## src/rtl/multiciclo_ctrl_fsm.sv

```systemverilog
// Multicycle MIPS control FSM: sequences fetch/decode/execute over a shared datapath, 3-5 states per instruction.
// Moore outputs are registered alongside the state; fetch and memory states hold until mem_ready, and reset clears all outputs asynchronously.
module multiciclo_ctrl_fsm #(
    parameter int OP_W    = 6,
    parameter int STATE_W = 4
) (
    input  logic               clk,
    input  logic               reset,
    input  logic [OP_W-1:0]    opcode,
    input  logic               mem_ready,
    output logic               RegDst,
    output logic               RegWrite,
    output logic               MemtoReg,
    output logic               IorD,
    output logic               MemRead,
    output logic               MemWrite,
    output logic               IRWrite,
    output logic               PCWrite,
    output logic               PCWriteCond,
    output logic               ALUSrcA,
    output logic [1:0]         ALUSrcB,
    output logic [1:0]         ALUOp,
    output logic [1:0]         PCSource,
    output logic               illegal_op,
    output logic [STATE_W-1:0] state_o
);

    typedef enum logic [3:0] {
        S_IDLE    = 4'd0,
        S_FETCH   = 4'd1,
        S_DECODE  = 4'd2,
        S_MEMADR  = 4'd3,
        S_MEMRD   = 4'd4,
        S_MEMWB   = 4'd5,
        S_MEMWR   = 4'd6,
        S_EXEC_R  = 4'd7,
        S_ALUWB   = 4'd8,
        S_BRANCH  = 4'd9,
        S_ADDI_EX = 4'd10,
        S_ADDI_WB = 4'd11,
        S_JUMP    = 4'd12
    } state_t;

    typedef struct packed {
        logic       reg_dst;
        logic       reg_write;
        logic       mem_to_reg;
        logic       ior_d;
        logic       mem_read;
        logic       mem_write;
        logic       in_fetch;
        logic       pc_write;
        logic       pc_write_cond;
        logic       alu_src_a;
        logic [1:0] alu_src_b;
        logic [1:0] alu_op;
        logic [1:0] pc_source;
    } ctrl_t;

    localparam logic [OP_W-1:0] OP_R    = OP_W'(6'b000000);
    localparam logic [OP_W-1:0] OP_LW   = OP_W'(6'b100011);
    localparam logic [OP_W-1:0] OP_SW   = OP_W'(6'b101011);
    localparam logic [OP_W-1:0] OP_BEQ  = OP_W'(6'b000100);
    localparam logic [OP_W-1:0] OP_ADDI = OP_W'(6'b001000);
    localparam logic [OP_W-1:0] OP_J    = OP_W'(6'b000010);

    state_t state_q, state_d;
    logic   is_store_q, is_store_d;
    ctrl_t  ctrl_q, ctrl_d;
    logic   opcode_legal;

    function automatic ctrl_t ctrl_of(input state_t s);
        ctrl_t c;
        c = '0;
        case (s)
            S_FETCH:   begin c.mem_read = 1'b1; c.in_fetch = 1'b1; c.alu_src_b = 2'b01; end
            S_DECODE:  c.alu_src_b = 2'b11;
            S_MEMADR:  begin c.alu_src_a = 1'b1; c.alu_src_b = 2'b10; end
            S_MEMRD:   begin c.mem_read = 1'b1; c.ior_d = 1'b1; end
            S_MEMWB:   begin c.reg_write = 1'b1; c.mem_to_reg = 1'b1; end
            S_MEMWR:   begin c.mem_write = 1'b1; c.ior_d = 1'b1; end
            S_EXEC_R:  begin c.alu_src_a = 1'b1; c.alu_op = 2'b10; end
            S_ALUWB:   begin c.reg_write = 1'b1; c.reg_dst = 1'b1; end
            S_BRANCH:  begin
                c.alu_src_a     = 1'b1;
                c.alu_op        = 2'b01;
                c.pc_write_cond = 1'b1;
                c.pc_source     = 2'b01;
            end
            S_ADDI_EX: begin c.alu_src_a = 1'b1; c.alu_src_b = 2'b10; end
            S_ADDI_WB: c.reg_write = 1'b1;
            S_JUMP:    begin c.pc_write = 1'b1; c.pc_source = 2'b10; end
            default:   c = '0;
        endcase
        return c;
    endfunction

    assign opcode_legal = (opcode == OP_R)   || (opcode == OP_LW)   || (opcode == OP_SW) ||
                          (opcode == OP_BEQ) || (opcode == OP_ADDI) || (opcode == OP_J);

    always_comb begin
        state_d    = state_q;
        is_store_d = is_store_q;
        case (state_q)
            S_IDLE:    state_d = S_FETCH;
            S_FETCH:   if (mem_ready) state_d = S_DECODE;
            S_DECODE: begin
                // IR keeps the opcode; only lw-vs-sw needs remembering past this cycle.
                is_store_d = (opcode == OP_SW);
                if (opcode == OP_R)                          state_d = S_EXEC_R;
                else if (opcode == OP_LW || opcode == OP_SW) state_d = S_MEMADR;
                else if (opcode == OP_BEQ)                   state_d = S_BRANCH;
                else if (opcode == OP_ADDI)                  state_d = S_ADDI_EX;
                else if (opcode == OP_J)                     state_d = S_JUMP;
                else                                         state_d = S_FETCH;
            end
            S_MEMADR:  state_d = is_store_q ? S_MEMWR : S_MEMRD;
            S_MEMRD:   if (mem_ready) state_d = S_MEMWB;
            S_MEMWB:   state_d = S_FETCH;
            S_MEMWR:   if (mem_ready) state_d = S_FETCH;
            S_EXEC_R:  state_d = S_ALUWB;
            S_ALUWB:   state_d = S_FETCH;
            S_BRANCH:  state_d = S_FETCH;
            S_ADDI_EX: state_d = S_ADDI_WB;
            S_ADDI_WB: state_d = S_FETCH;
            S_JUMP:    state_d = S_FETCH;
            default:   state_d = S_FETCH;
        endcase
        ctrl_d = ctrl_of(state_d);
    end

    always_ff @(posedge clk or posedge reset) begin
        if (reset) begin
            state_q    <= S_IDLE;
            is_store_q <= 1'b0;
            ctrl_q     <= '0;
        end else begin
            state_q    <= state_d;
            is_store_q <= is_store_d;
            ctrl_q     <= ctrl_d;
        end
    end

    // Fetch's IR/PC loads complete only on the cycle memory answers.
    assign IRWrite     = ctrl_q.in_fetch & mem_ready;
    assign PCWrite     = ctrl_q.pc_write | (ctrl_q.in_fetch & mem_ready);
    assign illegal_op  = (state_q == S_DECODE) & ~opcode_legal;

    assign RegDst      = ctrl_q.reg_dst;
    assign RegWrite    = ctrl_q.reg_write;
    assign MemtoReg    = ctrl_q.mem_to_reg;
    assign IorD        = ctrl_q.ior_d;
    assign MemRead     = ctrl_q.mem_read;
    assign MemWrite    = ctrl_q.mem_write;
    assign PCWriteCond = ctrl_q.pc_write_cond;
    assign ALUSrcA     = ctrl_q.alu_src_a;
    assign ALUSrcB     = ctrl_q.alu_src_b;
    assign ALUOp       = ctrl_q.alu_op;
    assign PCSource    = ctrl_q.pc_source;
    assign state_o     = STATE_W'(state_q);

endmodule

```

## config.mk

```make
export PLATFORM = sky130hd
export DESIGN_NAME = multiciclo_ctrl_fsm
export DESIGN_NICKNAME = d
export VERILOG_FILES = /design/src/rtl/multiciclo_ctrl_fsm.sv
export SDC_FILE = /design/constraint.sdc
export NUM_CORES = 1
export LEC_CHECK = 0
export CAP_MARGIN = 0
export CORE_UTILIZATION = 40
export DETAILED_ROUTE_END_ITERATION = 10
export PLACE_DENSITY = 0.75
export SYNTH_ARGS = -nofsm -noshare
export SYNTH_HDL_FRONTEND = slang
export SYNTH_SLANG_ARGS = --single-unit
export TNS_END_PERCENT = 10
```

## constraint.sdc

```tcl
create_clock -name clk -period 2.04 [get_ports clk]
set_clock_uncertainty 0.15 [all_clocks]
set_input_delay 0.408 -clock clk [delete_from_list [all_inputs] [get_ports clk]]
set_output_delay 0.408 -clock clk [all_outputs]
set_load 0.005 [all_outputs]
```

Yosys cells after proc, flatten, opt, wreduce, memory -nomap -nowiden
Index checks and enable logic that the tools add are counted.
Word-level totals
  register bits: 21
  memories: 0
  bits in latches: 0
  output and inout port bits: 21
  input bits: 9
  bits in writable memories: 0
  memory bits (read-only): 0
Operators by class
  shift operators: 0
  equality and inequality tests: 24
  multipliers: 0
  $lt $le $gt $ge: 0
  bitwise logic cells: 4
  reduce and logical (&&, ||, !) cells: 12
  mux-type cells: 23
  div/mod/pow operators: 0
  add/subtract/negate cells: 0
Operator list (count)
  two-way mux 4 bit: 8
  == test 4 x 3 -> 1 bit, second input constant: 7
  case mux 4 bit (7 select lines): 1
  == test 4 bit, second input constant: 6
  == test 4 x 2 -> 1 bit, second input constant: 4
  == test 6 bit, second input constant: 2
  two-way mux 1 bit: 10
  == test 4 x 1 -> 1 bit, second input constant: 2
  case mux 2 bit (2 select lines): 2
  == test 6 x 2 -> 1 bit, second input constant: 1
  == test 6 x 3 -> 1 bit, second input constant: 1
  == test 6 x 4 -> 1 bit, second input constant: 1
  logical NOT 6 bit: 1
  logical OR 1 bit: 6
  case mux 2 bit (3 select lines): 1
  OR reduction 2 bit: 3
  OR reduction 4 bit: 1
  OR reduction 3 bit: 1
  AND 1 bit: 2
  two-way mux 2 bit: 1
  inverter 1 bit: 1
  bitwise OR 1 bit: 1

Depth between registers and ports, before layout
  depth in word-level cells: 10
  mapped depth: 7
  gate-level depth less buffers: 6

Worst setup path before layout
Ideal clock, no wire load.
  kind: register to register
  start point: register state_q[0] (netlist: state_o[0])
  end point: register ctrl_q (netlist bit ALUSrcB[0])
  library setup time: 0.123 ns
  setup slack: -0.017 ns
  cell stages (with the launch flop): 7
  clock period less this slack: 2.057 ns
  arrival: 1.784 ns
  data required time: 1.767 ns
  cell sequence: dfrtp_1 -> or4b_4 -> a2111oi_2 -> or3_1 -> buf_6 -> nand3b_4 -> o21ai_1
RTL lines
  start, declared: RTL line 67  | state_t state_q, state_d;
  start signal, assigned: RTL line 138  | state_q <= state_d;
  end signal, assigned: RTL line 140  | ctrl_q <= ctrl_d;
  end, declared: RTL line 69  | ctrl_t ctrl_q, ctrl_d;

Worst setup path in the final report
  start point: register state_q[2] (netlist: state_o[2])
  end point: output illegal_op
Between the ends
  word-level cells in the longest chain between the ends: 2
RTL lines
  == test 4 x 2 -> 1 bit: RTL line 147  | assign illegal_op = (state_q == S_DECODE) & ~opcode_legal;
  AND 1 bit: RTL line 147
  end, declared: RTL line 24  | output logic illegal_op,
No other way between the ends.

==> flow_metrics.py <==
metrics = {
    "status": {
        "outcome": "finished, violations left",
        "violations": "negative setup slack",
    },
    "logic_synthesis": {
        "ys.flop_type": "dfrtp_1",
        "async_reset_ff_share_pct": 100.0,
        "synth-edff-count": 0,
        "synth_cells": 102,
        "yosysWarningCount": 0,
        "netlist_area_um2": 1100,
        "ys_ff_latch": 20,
        "postSynthAreaPerCell_um2": 10.78,
        "ys_types": 46,
        "synth_fp_nets": 111,
        "yosysSeqAreaShare_pct": 45.51,
    },
    "global_routing": {
        "use_met2_pct": 36.79,
        "grt_pass1_wl_um": 4250,
        "antenna_found_initial": 0,
        "overflow": 0,
        "grt_use_met3_pct": 2.778,
        "grt.met1_usage_pct": 23.84,
        "track_usage_pct": 20.56,
        "grt_pass1_vias": 946,
        "gr-max-usage-layer": "met2",
        "grt_max_degree": 21,
    },
    "timing": {
        "worst_slew_pin_slew_ps": 342.5,
        "rsz0062_at_grt": "yes",
        "setup_viol": 3,
        "fin_ws_ps": -47.81,
        "slew_violations": 0,
        "layout_worst_path_cycle_share_pct": 102.3,
        "finalHoldViolCount": 0,
        "slew_headroom_pct": 77.17,
        "final.min_clock_period_ps": 2088,
        "max_freq_mhz": 479.0,
    },
    "detailed_routing": {
        "detail_route.vias_per_cell": 5.022,
        "wl_um": 2401,
        "routedWlPerCell_um": 13.19,
        "drcViolationCount": 0,
        "ant_nets": 0,
        "first_iter_violations": 12,
        "vias": 914,
        "drtPass1Iterations": 4,
    },
    "setup_path": {
        "cp.arrival_ps": 1530,
        "crit_chain": "or4b_4 -> nor3b_2 -> buf_2",
        "crit_family": "simple AND/OR/NAND/NOR gates",
        "start_kind": "register",
        "path_class": "register to output port",
        "critical_path.endpoint": "illegal_op",
        "r2r_slack_ps": -10,
        "path_max_fanout": 2,
        "crit_path_start": "state_o[2]",
        "reg2reg_depth": 6,
        "r2r-start": "state_o[2]",
        "cp_num_cells": 3,
        "cp_num_buf_inv": 1,
        "crit_path_max_incr_delay_ps": 550,
        "cpMaxStageDelayCell": "or4b_4",
        "cp-end-kind": "output port",
        "timing.rr.end": "ALUSrcA",
        "required_ps": 1480,
    },
    "cells_and_area": {
        "drive_above_1_share_pct": 37.50,
        "instances_no_fill": 182,
        "area_growth_pct": 47.78,
        "fin_nets": 162,
        "antenna_cells": 0,
    },
    "clock_tree": {
        "clockRootBuffer": "clkbuf_4",
        "clock_latency_ps": 300,
        "cts_buffers": 3,
        "cts_buffer_depth": 2,
        "path_clk_slew_ps": 110,
        "cts_htree_levels": 1,
        "tritoncts": "yes",
        "clock_sinks": 20,
    },
    "place": {
        "gp_congestion": 0.7581,
        "place_inst": 176,
        "pre_cts_slack_ps": -707.9,
        "post-dp-hpwl_um": 1770,
        "port_buffers": 29,
    },
    "die": {
        "core_um2": 2545,
        "io_pins": 30,
        "dieArea_um2": 2963,
        "start_util_pct": 43.22,
        "die_h_um": 54.44,
        "die_w_um": 54.44,
        "fp-row-count": 18,
    },
    "hold_path": {
        "hold_class": "input pin to async pin",
    },
    "run": {
        "maxCapViolCount": 0,
    },
    "power": {
        "power_density_nw_per_um2": 1025,
        "power_leakage_uw": 0.0007312,
        "vdd_drop_max_uv": 756.0,
    },
}
-- cells in the final DEF (no fill, tap or decap), drive strengths merged --
| cell type | instances |
|---|---|
| a21oi | 3 |
| o211ai | 1 |
| o21bai | 1 |
| or4bb | 1 |
| xnor2 | 1 |
| a31oi | 1 |
| a21boi | 1 |
| clkdlybuf4s15 | 1 |
| or2 | 1 |
| or3 | 3 |
| nand3b | 4 |
| and2 | 1 |
| nand2b | 4 |
| clkdlybuf4s50 | 20 |
| xor2 | 2 |
| or3b | 2 |
| nor3 | 3 |
| dfrtp | 20 |
| inv | 4 |
| a31o | 2 |
| nor4b | 1 |
| nor3b | 2 |
| a2111oi | 1 |
| nand4b | 2 |
| or4b | 2 |
| o311a | 1 |
| clkbuf | 4 |
| nand3 | 2 |
| o21ai | 5 |
| nor2 | 9 |
| and2b | 1 |
| buf | 31 |
| dlygate4sd2 | 6 |
| nand2 | 6 |
| or4 | 2 |
| o31ai | 1 |
-- kinds of logic (layout without fill, tap and decap cells) --
family / Yosys count / in the layout / synth area share, %
xor gates and xnor gates: 3 / 3 / 3.072
AOI/OAI and AO/OA: 17 / 17 / 11.60
DFF: 20 / 20 / 45.51
buffers and inverters: 16 / 66 / 10.92
and+or+nand+nor: 46 / 46 / 28.90
-- sequential cells by signal, indices dropped and copies added (netlist names) --
name	count
state_o	4
ALUOp	2
ALUSrcB	2
PCSource	2
ctrl_q	2
ALUSrcA	1
IorD	1
MemRead	1
MemWrite	1
MemtoReg	1
RegDst	1
RegWrite	1
is_store_q	1
-- area by class of cell --
| class | instances | area (um2) |
|---|---|---|
| multi-input cells | 66 | 536.8 |
| flip-flops and latches | 20 | 501.7 |
| inverters | 4 | 15.01 |
| fillers | 217 | 919.6 |
| clock buffers | 4 | 36.28 |
| repair buffers | 58 | 498.0 |
| well taps | 30 | 37.54 |
-- synthesized netlist by cell type, types with 2 or more instances --
master,instances,share of area (%)
a21oi_1,3,1.4
buf_4,7,4.8
buf_6,3,3.1
dfrtp_1,20,46
inv_1,3,1.0
nand2_1,6,2.0
nand2b_1,3,1.7
nand3_1,2,0.91
nand3b_1,3,2.0
nand4b_1,2,1.6
nor2_1,9,3.1
nor3_1,2,0.91
o21ai_0,3,1.4
o21ai_1,2,0.91
or3_1,2,1.1
or3b_1,2,1.6
-- power by group --
part	switching [uW]	internal, uW	total (uW)	leakage (uW)
Clock	118	109	227	0.0000210
Combinational	403	499	902	0.000446
Sequential	34.7	502	536	0.000264
-- through the flow --
step / area (um2) / total power (uW) / TNS (ps) / hold slack, ps / utilization [%]
floorplan: 1114 / 1123 / -0.3998 / 221.8 / -
global placement: 1539 / 1387 / -8486 / 341.4 / 60.47
detailed placement: 1539 / 1415 / -9132 / 362.2 / 60.47
CTS: 1625 / 1684 / -124.9 / 307.4 / 63.86
global route: 1625 / 1807 / -739.6 / 322.4 / 63.86
finish: 1625 / 1666 / -72.70 / 293.6 / 63.86
-- worst register-to-register path, stage by stage, from the launching register on --
cell,delay [ps]
dfrtp_1,390
or4b_4,550
buf_4,170
a2111oi_4,270
or3_4,220
buf_4,130
o21bai_1,70
-- worst min path at each step --
| stage | endpoint | slack [ps] | depth (start not counted) |
|---|---|---|---|
| floorplan | ALUOp[0] | 220 | 1 |
| global placement | is_store_q | 340 | 2 |
| detailed placement | is_store_q | 360 | 2 |
| CTS | ctrl_q[9] | 310 | 3 |
| global route | ALUOp[1] | 320 | 3 |
| finish | RegWrite | 290 | 3 |
-- metal layers --
layer	share of wire (%)	vias up
met5	0	-
met4	1.5	0
met3	3.0	4
met2	53	26
met1	42	433
li1	-	451
-- repair_timing --
action,in CTS,in global routing
buffers inserted,2,0
pin swaps,11,1
endpoints found under the setup margin,17,9
resized for setup,29,0
hold buffers,0,0
Power figures use the tool's default switching activity.
